### src/rtl/enc8to3_drain.sv
// Sequential 8-to-3 encoder. A request vector is captured into a pending
// register, then drained one code per accepted transfer in priority order.
// Codes use the decoder's mapping: line a[i] encodes to 7-i, and dec[0] is
// the MSB.
//
// state | meaning
// IDLE  | nothing pending; waiting for a load with a non-zero vector
// DRAIN | pending bits remain; offering the highest-priority code
module enc8to3_drain #(
  parameter bit LSB_FIRST = 1'b1
) (
  input  logic       clk,
  input  logic       rst,
  input  logic [0:7] a,
  input  logic       load,
  input  logic       selbar,
  input  logic       ready,
  output logic [0:2] dec,
  output logic       valid,
  output logic       busy,
  output logic       multi,
  output logic [3:0] remaining
);

  typedef enum logic {IDLE, DRAIN} state_t;

  state_t     state_q, state_d;
  logic [0:7] pending_q, pending_d;
  logic [3:0] remaining_q, remaining_d;
  logic       multi_q, multi_d;
  logic [3:0] a_count;
  logic [2:0] idx;
  logic       xfer;

  // Population count of the request vector, used on capture.
  always_comb begin
    a_count = 4'd0;
    for (int i = 0; i < 8; i++) begin
      a_count = a_count + {3'b000, a[i]};
    end
  end

  // Index of the highest-priority pending line; the last match in the loop
  // wins, so the scan runs from the lowest priority towards the highest.
  always_comb begin
    idx = 3'd0;
    if (LSB_FIRST) begin
      for (int i = 7; i >= 0; i--) begin
        if (pending_q[i]) idx = i[2:0];
      end
    end else begin
      for (int i = 0; i < 8; i++) begin
        if (pending_q[i]) idx = i[2:0];
      end
    end
  end

  assign busy      = (state_q == DRAIN);
  assign valid     = busy & ~selbar;
  assign xfer      = valid & ready;
  assign dec       = valid ? (3'd7 - idx) : 3'd0;
  assign multi     = multi_q;
  assign remaining = remaining_q;

  // Next-state and datapath update: capture in IDLE, clear one bit per transfer.
  always_comb begin
    state_d     = state_q;
    pending_d   = pending_q;
    remaining_d = remaining_q;
    multi_d     = multi_q;
    case (state_q)
      IDLE: begin
        if (load) begin
          if (a != 8'd0) begin
            pending_d   = a;
            remaining_d = a_count;
            multi_d     = (a_count > 4'd1);
            state_d     = DRAIN;
          end else begin
            multi_d = 1'b0;
          end
        end
      end
      DRAIN: begin
        if (xfer && remaining_q != 4'd0) begin
          pending_d[idx] = 1'b0;
          remaining_d    = remaining_q - 4'd1;
          if (remaining_q == 4'd1) state_d = IDLE;
        end
      end
      default: state_d = IDLE;
    endcase
  end

  // State and datapath registers; reset discards anything pending.
  always_ff @(posedge clk or posedge rst) begin
    if (rst) begin
      state_q     <= IDLE;
      pending_q   <= 8'd0;
      remaining_q <= 4'd0;
      multi_q     <= 1'b0;
    end else begin
      state_q     <= state_d;
      pending_q   <= pending_d;
      remaining_q <= remaining_d;
      multi_q     <= multi_d;
    end
  end

endmodule

### config.mk
export PLATFORM = sky130hd
export DESIGN_NAME = enc8to3_drain
export DESIGN_NICKNAME = d
export VERILOG_FILES = /design/src/rtl/enc8to3_drain.sv
export SDC_FILE = /design/constraint.sdc
export NUM_CORES = 1
export LEC_CHECK = 0
export ABC_AREA = 1
export BUFFER_PORTS_ARGS = -buffer_cell sky130_fd_sc_hd__buf_2
export CAP_MARGIN = 10
export CELL_PAD_IN_SITES_DETAIL_PLACEMENT = 2
export CELL_PAD_IN_SITES_GLOBAL_PLACEMENT = 2
export CORE_MARGIN = 10
export CORE_UTILIZATION = 33
export CTS_BUF_LIST = sky130_fd_sc_hd__clkbuf_8
export DETAILED_ROUTE_END_ITERATION = 12
export PLACE_DENSITY = 0.95
export SYNTH_ARGS = -nofsm -noshare
export SYNTH_HDL_FRONTEND = slang
export SYNTH_SLANG_ARGS = --single-unit
### constraint.sdc
create_clock -name clk -period 2.4 [get_ports clk]
set_input_delay 0.12 -clock clk [delete_from_list [all_inputs] [get_ports clk]]
set_output_delay 0.12 -clock clk [all_outputs]
set_load 0.01 [all_outputs]
Yosys cells after proc, flatten, opt, wreduce, memory -nomap -nowiden:

Cells that the tools add are included.

* output and inout port bits: 10
* register bits: 14
* input bits: 13
* logic and storage cells: 58

* add/subtract/negate cells: 9
* order comparisons: 3
* reduce and logical (&&, ||, !) cells: 6
* equality and inequality tests: 4
* bitwise gates (word level): 7
* muxes and demuxes: 25

Operator list (count)
* 3-bit 2-to-1 mux: 9
* 8-bit 2-to-1 mux: 3
* 4-bit by 1-bit adder with 4-bit output: 4
* 8-bit one-hot mux with 2 select lines: 1
* 4-bit 2-to-1 mux: 3
* 8-bit AND: 1
* 8-bit inverter: 1
* 4-bit one-hot mux with 2 select lines: 1
* 8-bit nonzero test: 1
* 1-bit 2-to-1 mux: 6
* 3-bit by 1-bit adder with 4-bit output: 1
* 4-bit by 1-bit equality test with 1-bit output (second input constant): 1
* 4-bit greater-or-equal comparator (second input constant): 1
* 4-bit by 1-bit > comparator with 1-bit output (second input constant): 1
* 4-bit by 1-bit less-than comparator with 1-bit output (second input constant): 1
* 2-bit inequality test (second input constant): 2
* 3-bit inverter with 4-bit output: 1
* 4-bit nonzero test: 1
* 4-bit by 1-bit subtractor with 4-bit output (second input constant): 1
* 2-bit by 1-bit adder with 3-bit output: 1
* 1-bit demux with 3-bit select: 1
* 3-bit AND reduction: 1
* 3-bit subtractor (first input constant): 1
* 1-bit by 1-bit adder with 2-bit output: 1
* other kinds (6): 9

Longest topological paths before layout:

Gate-level depths: netlist of run 1.

* depth in word-level cells: 17
* gate-level depth with buffers: 13
* gate-level depth less buffers: 13

Worst setup path after synthesis of run 1:

OpenSTA, ideal clock, no wires.

* path type: input port to flip-flop
* start: in a[7] in the netlist's numbering
* end: reg remaining_q[2] (netlist: remaining[2])
* data required time: 2.269 ns
* path buffers: 0
* path slack: -0.358 ns
* data arrival time: 2.627 ns
* stages: 11
* library setup time: 0.131 ns
* cell sequence: fa_1 inv_1 fa_1 fa_1 inv_1 ha_1 fa_1 xnor2_1 inv_1 o21ai_0 a22oi_1

* cells in the longest elaborated chain, start to end: 4
* elaborated cells on any way between the ends: 7
* classes of those cells: add/sub: 1; eq/ne: 1; mux: 3; reduce/logical: 2

RTL lines
* start, declared: RTL line 14 `input logic [0:7] a,`
* 4-bit by 1-bit adder with 4-bit output: RTL line 39 `a_count = a_count + {3'b000, a[i]};`
* 4-bit 2-to-1 mux: RTL line 74 `if (a != 8'd0) begin`
* 4-bit 2-to-1 mux: RTL line 73 `if (load) begin`
* 4-bit one-hot mux with 2 select lines: RTL line 71 `case (state_q)`
* end signal, assigned: RTL line 105 `remaining_q <= remaining_d;`
* end, declared: RTL line 29 `logic [3:0] remaining_q, remaining_d;`

Parallel ways exist; a longest one is shown, timed or not. The select of a mux whose other input is x is not followed.
A chain may end at the register's enable or synchronous reset.

Final worst setup path of run 1:

* start: in a[7] in the netlist's numbering
* end: reg multi_q (netlist: multi)

* cells in the longest elaborated chain, start to end: 3
* elaborated cells on any way between the ends: 4
* classes of those cells: add/sub: 1; order compare: 1; mux: 1; reduce/logical: 1

RTL lines
* 4-bit by 1-bit adder with 4-bit output: RTL line 39
* 4-bit by 1-bit > comparator with 1-bit output: RTL line 77 `multi_d = (a_count > 4'd1);`
* 1-bit 2-to-1 mux *: RTL line 74
* end signal, assigned: RTL line 106 `multi_q <= multi_d;`
* end, declared: RTL line 30 `logic multi_q, multi_d;`

Mark *: on every way between the ends. The rest lies on a longest branch, timed or not.

==> results of run 1 <==
-- metrics by stage --
step	instances	setup TNS (ns)	cell area, µm²
detailed placement	228	-1.93	1300
floorplan	160	-0.661	1130
global placement	228	-1.33	1300
CTS	234	-0.918	1380
finish	235	-0.849	1410
global route	235	-1.11	1410
-- critical path, delay by kind of cell --
kind	cells	cell delay (ns)
adder cells (fa/ha/maj)	5	2.02
buffers and inverters	4	0.31
AND/OR/NAND/NOR	1	0.17
XOR/XNOR	1	0.15
AO/OA/AOI/OAI	1	0.08
-- worst paths after layout --
| path | start | end | slack, ns |
|---|---|---|---|
| max reg2reg | remaining[0] | remaining[2] | 0.70 |
| max in group asynchronous | rst | pending_q[6] | 1.55 |
| min | a[0] | pending_q[0] | 0.15 |
| min in group asynchronous | rst | busy | 0.48 |
| min reg2reg | pending_q[3] | pending_q[3] | 0.51 |
| max | a[7] | multi | -0.33 |
-- final cells by class --
type	instances	share of cell area, %
clock buffer	3	2.93
inverter	28	7.45
multi-input combinational	114	47.7
sequential	14	24.8
tap	46	4.08
timing repair buffer	30	13.0
-- metal layers --
metal	track usage [%]	routed length (µm)	share of wire [%]	vias to the layer above
li1	-	-	-	554
met1	14.8	1580	39	568
met2	25.3	2310	56	25
met3	1.48	158	3.9	4
met4	5.56	53	1.3	0
met5	0	0	0	-
-- kinds of logic (layout without fill, tap and decap cells) --
logic type	after synthesis	after routing
AOI/OAI and AO/OA	17	17
xor gates and xnor gates	2	2
adders and majority gates	10	10
buffers and inverters	32	61
DFF	14	14
and+or+nand+nor	85	85
-- power groups by stage --
| stage | Clock [mW] | Sequential [mW] | Combinational, mW |
|---|---|---|---|
| floorplan | 0 | 0.429 | 0.614 |
| global placement | 0 | 0.411 | 0.846 |
| detailed placement | 0 | 0.429 | 0.941 |
| CTS | 0.194 | 0.426 | 0.995 |
| global route | 0.205 | 0.441 | 1.16 |
| finish | 0.188 | 0.425 | 1.01 |
-- flip-flops by register name (all words and copies together) (netlist names) --
| name | cells |
|---|---|
| multi | 1 |
| pending_q | 8 |
| remaining | 4 |
| busy | 1 |
-- layout by cell type, fill, tap and decap left out --
cell / synthesis / layout
dfrtp_1: 14 / 14
a21oi_1: 2 / 2
nand3_2: 0 / 1
nand3_4: 1 / 1
ha_1: 6 / 5
nor3_2: 0 / 1
nand4_1: 2 / 2
ha_4: 0 / 1
fa_1: 4 / 3
inv_1: 27 / 26
fa_2: 0 / 1
nand3_1: 15 / 14
o21ai_1: 1 / 2
dlygate4sd3_1: 0 / 1
nand2_2: 0 / 1
xnor2_1: 1 / 1
inv_2: 1 / 2
nand2_4: 1 / 1
nor2_4: 1 / 1
a22oi_1: 1 / 1
o21ai_2: 1 / 2
buf_6: 2 / 2
o211ai_1: 2 / 2
o21ai_0: 10 / 8
xor2_1: 1 / 1
clkbuf_8: 0 / 3
buf_4: 0 / 6
nor2_1: 10 / 10
buf_2: 1 / 21
nand2_1: 54 / 53
-- what timing repair did --
item                       CTS  global route
cloned                       0             0
resized for setup            4             5
setup buffers                2             1
hold endpoints to repair    14             0
pin swaps                    1             5
setup endpoints to repair    3             4
hold buffers                 1             0
==> results.toml, run 1 <==
[synth]
synth_sequential_area_ratio_pct = 31.0
yosys.area.top_type_share_pct = 31.0
synth_top_family_by_area = "simple AND/OR/NAND/NOR gates"
commonest_cells_post_synth = "nand2_1, inv_1, nand3_1"
post_synth.cell_area_avg_um2 = 7.05
synthSimpleGateAreaFrac_pct = 33.0
compound_gate_fraction_of_synth_area_pct = 8.54
yosysMostFrequentCell = "nand2_1"
yosys.area.top_type = "dfrtp_1"
multiplexer_fraction_of_the_synthesized_cell_area_pct = 0
synth-xor-area-share_pct = 1.55
synth-edff-count = 0
synthAdderAreaFrac_pct = 13.7
post_synth_arst_share_pct = 100
netlist_area_before_placement_um2 = 1130
synth_flop_type = "dfrtp_1"
synth_cells = 160
synth_nets = 183
synth-seq-cells = 14
ys_types = 24
yosys_warnings = 0
yosys-top-cells-area = "dfrtp_1, nand2_1, inv_1"

[finish]
design.final.nets = 214
finalCoreUtilization_pct = 42.6
regArea_um2 = 350
multiInputGateArea_um2 = 673
layout.filler_cells = 422
antennaDiodeCount = 0
drive_gt1_share_pct = 23.3
area_delta_synth_final_pct = 24.9

[die]
boundaryPins = 23
floorplan.core_area_um2 = 3310
rows = 21
die_area_um2 = 6160
die_height_um = 78.5
initial_core_util_pct = 34.1
width_of_the_die_um = 78.5

[critical_path]
critical_path.slowest_cell = "fa_1"
crit_chain = "buf_6, fa_1, inv_1, fa_1, fa_1, inv_2, ha_4, fa_2, xnor2_1, inv_1, nor3_2, o21ai_1"
critPathLaunchType = "input pin"
cp.required_ns = 2.52
path_common_cell = "fa_1"
worstPathMaxFanout = 2
timing_worst_setup_path_type = "in -> reg"
worst_ep_arrival_time_ns = 2.85
setup.worst_path.end_class = "flop"
rr_worst_depth = 7
critical_path.max_stage_delay_ns = 0.54

[timing]
maxSlewHeadroom_pct = 62.9
finalCriticalPeriod_ns = 2.73
finalSetupViolCount = 3
fin_crit_sh_pct = 114
timing_worst_slew_pin_value_ns = 0.556
minimum_setup_slack_in_the_final_design_ns = -0.331
drv_slew = 0
max_clock_freq_mhz = 366
grt_setup_unrepaired = "true"
timing.clock.skew_ns = 0.00668
fin_hold_ws_ns = 0.153
timing.final.hold_violations = 0

[clock_tree]
cts-buffers-inserted = 3
clk-insertion-delay-late_ns = 0.24
cts_htree_levels = 1
cts-root-to-sink-buffers = 2
clk_root_buffer_cell = "clkbuf_8"
clk_pin_slew_ns = 0.06
cts.sinks = 14
cts_tree = "yes"

[detailed_routing]
drt_iter0_drc = 34
drcViolationCount = 0
vias = 1151
total_routed_length_mm = 4.10
number_of_detailed_route_iterations_in_the_first_pass = 4
via_per_inst = 4.90
detail-route-antenna-nets = 0
avgRoutedWirePerCell_um = 17.4

[global_routing]
grt_pass1_wl_mm = 6.67
grt_antenna_before_repair = 0
grt_max_degree = 24
globalRoute.totalOverflow = 0
globalRouteTotalUtil_pct = 13.5
via_count_of_the_first_global_routing_pass = 1354

[pwr]
seqPwrFrac_pct = 26.2
power_frac_comb_pct = 62.1
switching_share_pct = 50.9
internal-power_uw = 795
peakVddDrop_mv = 0.454
power.leakage_nw = 0.778
totalPowerFinal_mw = 1.62
pwr_density_cell_nw_per_um2 = 1150
net-switching-power_uw = 824
share_clk_of_total_power_pct = 11.6

[run_status]
result_of_the_run = "finished with violations"
violations = "setup timing"

[run]
maxCapViolations = 0

[placement]
gp_routability_congestion = 0.766
dp_worst_setup_slack_ns = -0.595
placement.io_buffers = 22
hpwlAfterDp_mm = 3.21

[worst_hold_path]
hold_path_depth = 3
worstHoldPathType = "in -> reg"
No activity file was read; power rests on OpenSTA's default activity.
==> inputs of run 2 (changes only) <==
--- a/config.mk
+++ b/config.mk
@@ -6,14 +6,15 @@
 export NUM_CORES = 1
 export LEC_CHECK = 0
 export ABC_AREA = 1
-export BUFFER_PORTS_ARGS = -buffer_cell sky130_fd_sc_hd__buf_2
 export CAP_MARGIN = 10
 export CELL_PAD_IN_SITES_DETAIL_PLACEMENT = 2
 export CELL_PAD_IN_SITES_GLOBAL_PLACEMENT = 2
 export CORE_MARGIN = 10
-export CORE_UTILIZATION = 33
+export CORE_UTILIZATION = 38
 export CTS_BUF_LIST = sky130_fd_sc_hd__clkbuf_8
+export CTS_CLUSTER_DIAMETER = 150
 export DETAILED_ROUTE_END_ITERATION = 12
+export DONT_BUFFER_PORTS = 1
 export PLACE_DENSITY = 0.95
 export SYNTH_ARGS = -nofsm -noshare
 export SYNTH_HDL_FRONTEND = slang
==> run 2 against run 1 <==
The flow still finishes with violations (setup timing). Register-to-register slack improved by 0.07 ns. Count of clock-buffer cells in the layout rose by 1. Sequential power rose by 8.2%. Sequential share of layout area rose by 3.1 points. Global-route usage rose by 1.5 points. Final cell count fell by 17%. Combinational power fell by 14%. Clock skew fell by 0.0035 ns. Critical path depth fell by 1. Die area fell by 9.9%. First-iteration DRC count rose by 26%.
==> results.toml, run 2 (synthesized netlist as in run 1, its figures left out) <==
[run_status]
result_of_the_run = "finished with violations"
violations = "setup timing"

[die]
die_area_um2 = 5550
die_height_um = 74.5
floorplan.core_area_um2 = 2810
initial_core_util_pct = 40.2
boundaryPins = 23
rows = 19
width_of_the_die_um = 74.5

[timing]
timing.final.hold_violations = 0
finalSetupTns_ns = -0.498
minimum_setup_slack_in_the_final_design_ns = -0.196
grt_setup_unrepaired = "true"
max_clock_freq_mhz = 385
timing.clock.skew_ns = 0.00318
finalCriticalPeriod_ns = 2.60
maxSlewHeadroom_pct = 61.7
finalSetupViolCount = 3
fin_crit_sh_pct = 108
timing_worst_slew_pin_value_ns = 0.574
drv_slew = 0

[placement]
placement.io_buffers = 0
hpwlAfterDp_mm = 2.87
gp_routability_congestion = 0.833

[finish]
layout.cells.most_common = "nand2_1"
area_delta_synth_final_pct = 11.2
layout_common_cells = "nand2_1, inv_1, nand3_1"
finalCoreUtilization_pct = 44.7
largest_reg_flops = 8
antennaDiodeCount = 0
drive_gt1_share_pct = 12.3
largest-register = "pending_q"
design.final.nets = 187

[global_routing]
globalRouteTotalUtil_pct = 14.9
grt_max_degree = 24
grt_pass1_wl_mm = 6.27
via_count_of_the_first_global_routing_pass = 1237
globalRoute.totalOverflow = 0
grt_antenna_before_repair = 0

[detailed_routing]
detail-route-antenna-nets = 0
drcViolationCount = 0
vias = 1060
avgRoutedWirePerCell_um = 19.6
drt_iter0_drc = 43
number_of_detailed_route_iterations_in_the_first_pass = 4
total_routed_length_mm = 3.81
via_per_inst = 5.46

[clock_tree]
clk_pin_slew_ns = 0.06
cts_tree = "yes"
clk_root_buffer_cell = "clkbuf_8"
cts-buffers-inserted = 3
cts.sinks = 14
clk-insertion-delay-late_ns = 0.25
cts_htree_levels = 1
cts-root-to-sink-buffers = 2

[critical_path]
critical_path.max_stage_delay_ns = 0.53
cp.required_ns = 2.52
critPathLaunchType = "input pin"
crit_chain = "fa_1, inv_1, fa_1, fa_1, inv_2, ha_4, fa_2, xnor2_2, inv_2, o21ai_2, a22oi_2"
setup.worst_path.end_class = "flop"
worst_ep_arrival_time_ns = 2.72
timing_worst_setup_path_type = "in -> reg"
critical_path.slowest_cell = "fa_1"
path_common_cell = "fa_1"
worstPathMaxFanout = 3

[pwr]
power.leakage_nw = 0.672
pwr_density_cell_nw_per_um2 = 1250
peakVddDrop_mv = 0.331
totalPowerFinal_mw = 1.57

[worst_hold_path]
worstHoldPathType = "in -> reg"

[run]
maxCapViolations = 0
==> run 2: repair_timing <==
item / 4_1_cts / 5_1_grt
hold endpoints to repair: 14 / 0
hold buffers: 1 / 0
pin swaps: 1 / 4
gates resized for setup: 2 / 7
buffers inserted: 1 / 0
endpoints found under the setup margin: 3 / 4
cloned: 0 / 0
==> run 2: path summary, 6_finish.rpt <==
path	start	endpoint	slack [ns]	depth (start not counted)
min	a[7]	pending_q[7]	0.01	2
min in group asynchronous	rst	pending_q[1]	0.36	2
max reg2reg	remaining[0]	remaining[2]	0.77	7
min reg2reg	pending_q[5]	pending_q[5]	0.51	2
max	a[7]	remaining[2]	-0.20	11
max in group asynchronous	rst	pending_q[3]	1.66	2
==> run 2: layout make-up <==
type / count / area, µm²
Timing Repair Buffer: 3 / 25.0
Sequential cell: 14 / 350
Multi-Input combinational cell: 114 / 681
Inverter: 28 / 105
Tap cell: 31 / 38.8
Fill cell: 342 / 1550
Clock buffer: 4 / 55.1
==> run 2: power by group <==
| part | internal (mW) | switching [mW] | total (mW) |
|---|---|---|---|
| clock network | 0.146 | 0.0942 | 0.240 |
| registers | 0.335 | 0.125 | 0.460 |
| logic | 0.282 | 0.590 | 0.872 |
==> run 2: critical path: cells and delay by family <==
kind | cells | cell delay, ns
adder cells (fa/ha/maj) | 5 | 2.02
buffers and inverters | 3 | 0.17
AO/OA/AOI/OAI | 2 | 0.26
XOR/XNOR | 1 | 0.14
==> run 2: stage by stage <==
step / hold WS, ns / worst slack (ns) / cells / area (µm²)
2_1_floorplan: 0.00922 / -0.244 / 160 / 1130
6_report: 0.0101 / -0.196 / 194 / 1250
3_3_place_gp: 0.0884 / -0.311 / 188 / 1150
3_5_place_dp: 0.0881 / -0.489 / 188 / 1150
5_1_grt: 0.0207 / -0.299 / 194 / 1250
4_1_cts: 0.0141 / -0.233 / 194 / 1220
==> run 2: layer usage <==
layer / wire length [µm] / GRT usage, % / vias to the layer above
met5: 0 / 0 / -
met1: 1570 / 16.4 / 534
met3: 214 / 3.99 / 5
met4: 53 / 5.04 / 0
met2: 1980 / 27.1 / 22
li1: - / - / 499
==> inputs of run 3 (changes only) <==
--- a/config.mk
+++ b/config.mk
@@ -16,6 +16,7 @@
 export DETAILED_ROUTE_END_ITERATION = 12
 export DONT_BUFFER_PORTS = 1
 export PLACE_DENSITY = 0.95
+export SETUP_SLACK_MARGIN = 0.02
 export SYNTH_ARGS = -nofsm -noshare
 export SYNTH_HDL_FRONTEND = slang
 export SYNTH_SLANG_ARGS = --single-unit
==> run 3 against run 2 <==
The run still ends with setup timing left. Clock skew down 0.0019 ns. Die area unchanged. Global-route usage unchanged. Critical path depth unchanged. Cell area up 1.3%. Maximum frequency down 1.2%. Combinational power up 1%. Utilization up 0.58 points. Critical path type unchanged. Critical endpoint unchanged. Highest routed layer unchanged.
==> results.toml, run 3 (synthesized netlist as in run 1, its figures left out) <==
[run_status]
result_of_the_run = "finished with violations"
violations = "setup timing"

[pwr]
peakVddDrop_mv = 0.357
totalPowerFinal_mw = 1.58
pwr_density_cell_nw_per_um2 = 1250
power.leakage_nw = 0.678

[die]
floorplan.core_area_um2 = 2810
die_area_um2 = 5550
boundaryPins = 23
rows = 19
initial_core_util_pct = 40.2
width_of_the_die_um = 74.5
die_height_um = 74.5

[critical_path]
path_common_cell = "fa_1"
timing.critical_path.max_delay_family = "adder cells"
critical_path.max_stage_delay_ns = 0.53
cp.buffers_inverters = 3
critPathLaunchType = "input pin"
timing_worst_setup_path_type = "in -> reg"
setup.worst_path.end_class = "flop"
crit_chain = "fa_1, inv_1, fa_1, fa_1, inv_2, ha_4, fa_2, xnor2_2, inv_2, o21ai_2, a22oi_2"
worstPathMaxFanout = 3
cp.required_ns = 2.53
critical_path.slowest_cell = "fa_1"
worst_ep_arrival_time_ns = 2.75

[clock_tree]
cts.sinks = 14
cts_tree = "yes"
clk-insertion-delay-late_ns = 0.25
clk_root_buffer_cell = "clkbuf_8"
cts_htree_levels = 1
clk_pin_slew_ns = 0.06
cts-buffers-inserted = 3
cts-root-to-sink-buffers = 2

[timing]
fin_crit_sh_pct = 110
finalCriticalPeriod_ns = 2.63
timing.final.hold_violations = 0
minimum_setup_slack_in_the_final_design_ns = -0.228
grt_setup_unrepaired = "true"
drv_slew = 0
timing_worst_slew_pin_value_ns = 0.579
maxSlewHeadroom_pct = 61.3
finalSetupViolCount = 4
max_clock_freq_mhz = 380
timing.clock.skew_ns = 0.00131

[detailed_routing]
vias = 1054
total_routed_length_mm = 3.88
detail-route-antenna-nets = 0
drcViolationCount = 0
drt_iter0_drc = 35
via_per_inst = 5.41
avgRoutedWirePerCell_um = 19.9
number_of_detailed_route_iterations_in_the_first_pass = 4

[finish]
area_delta_synth_final_pct = 12.6
layout.cells.most_common = "nand2_1"
postLayoutCellArea_um2 = 1270
largest_reg_flops = 8
largest-register = "pending_q"
layout_common_cells = "nand2_1, inv_1, nand3_1, dfrtp_1, nor2_1"
design.final.nets = 188
antennaDiodeCount = 0
drive_gt1_share_pct = 13.4

[placement]
hpwlAfterDp_mm = 2.87
postPlaceCellArea_um2 = 1150
dp_worst_setup_slack_ns = -0.489
placement.io_buffers = 0
gp_routability_congestion = 0.833

[global_routing]
grt_pass1_wl_mm = 6.27
grt_antenna_before_repair = 0
globalRouteTotalUtil_pct = 14.9
globalRoute.totalOverflow = 0
grt_max_degree = 24
via_count_of_the_first_global_routing_pass = 1237

[run]
maxCapViolations = 0

[worst_hold_path]
worstHoldPathType = "in -> reg"
run 3: cell types whose count changed in the layout (fill, tap and decap cells not counted):
cell / delta
buf_6: +1
nand3_1: -1
nand3_2: +1
run 3: repair_timing:
action	in CTS	in global routing
hold buffers	1	0
hold endpoints to repair	14	0
setup buffers	1	1
gates resized for setup	2	9
endpoints found under the setup margin	3	4
pin swaps	1	7
run 3: stage by stage:
stage	hold slack, ns	TNS (ns)	util (%)	instances
6_report	0.0124	-0.587	45.3	195
5_1_grt	0.0294	-0.947	45.3	195
4_1_cts	0.0141	-0.598	43.7	194
3_5_place_dp	0.0881	-1.41	40.9	188
3_3_place_gp	0.0884	-0.857	40.9	188
2_1_floorplan	0.00922	-0.661	-	160
run 3: worst paths after layout:
| kind | endpoint | slack [ns] | from | cells past startpoint |
|---|---|---|---|---|
| max | remaining[2] | -0.23 | a[7] | 11 |
| min | pending_q[7] | 0.01 | a[7] | 2 |
| max reg2reg | remaining[2] | 0.77 | remaining[0] | 7 |
| min reg2reg | pending_q[5] | 0.51 | pending_q[5] | 2 |
| max in group asynchronous | pending_q[5] | 1.66 | rst | 2 |
| min in group asynchronous | remaining[3] | 0.36 | rst | 2 |
run 3: metal layers:
layer	track usage, %	vias to the layer above	wire length (µm)
met4	5.04	0	56
met5	0	-	0
met3	3.99	5	218
li1	-	502	-
met2	27.1	22	2040
met1	16.4	525	1560
run 3: layout make-up:
| cell class | instances | area (µm²) |
|---|---|---|
| sequential | 14 | 350 |
| clock buffer | 4 | 55.1 |
| inverter | 28 | 105 |
| fill | 339 | 1530 |
| timing repair buffer | 4 | 36.3 |
| multi-input combinational | 114 | 686 |
| tap | 31 | 38.8 |
run 3: power by group:
group          total, mW  leakage (nW)  internal, mW  switching (mW)
Clock              0.240        0.0288         0.146          0.0941
Sequential         0.460         0.175         0.335           0.125
Combinational      0.884         0.475         0.289           0.595
Total               1.58         0.678         0.770           0.814
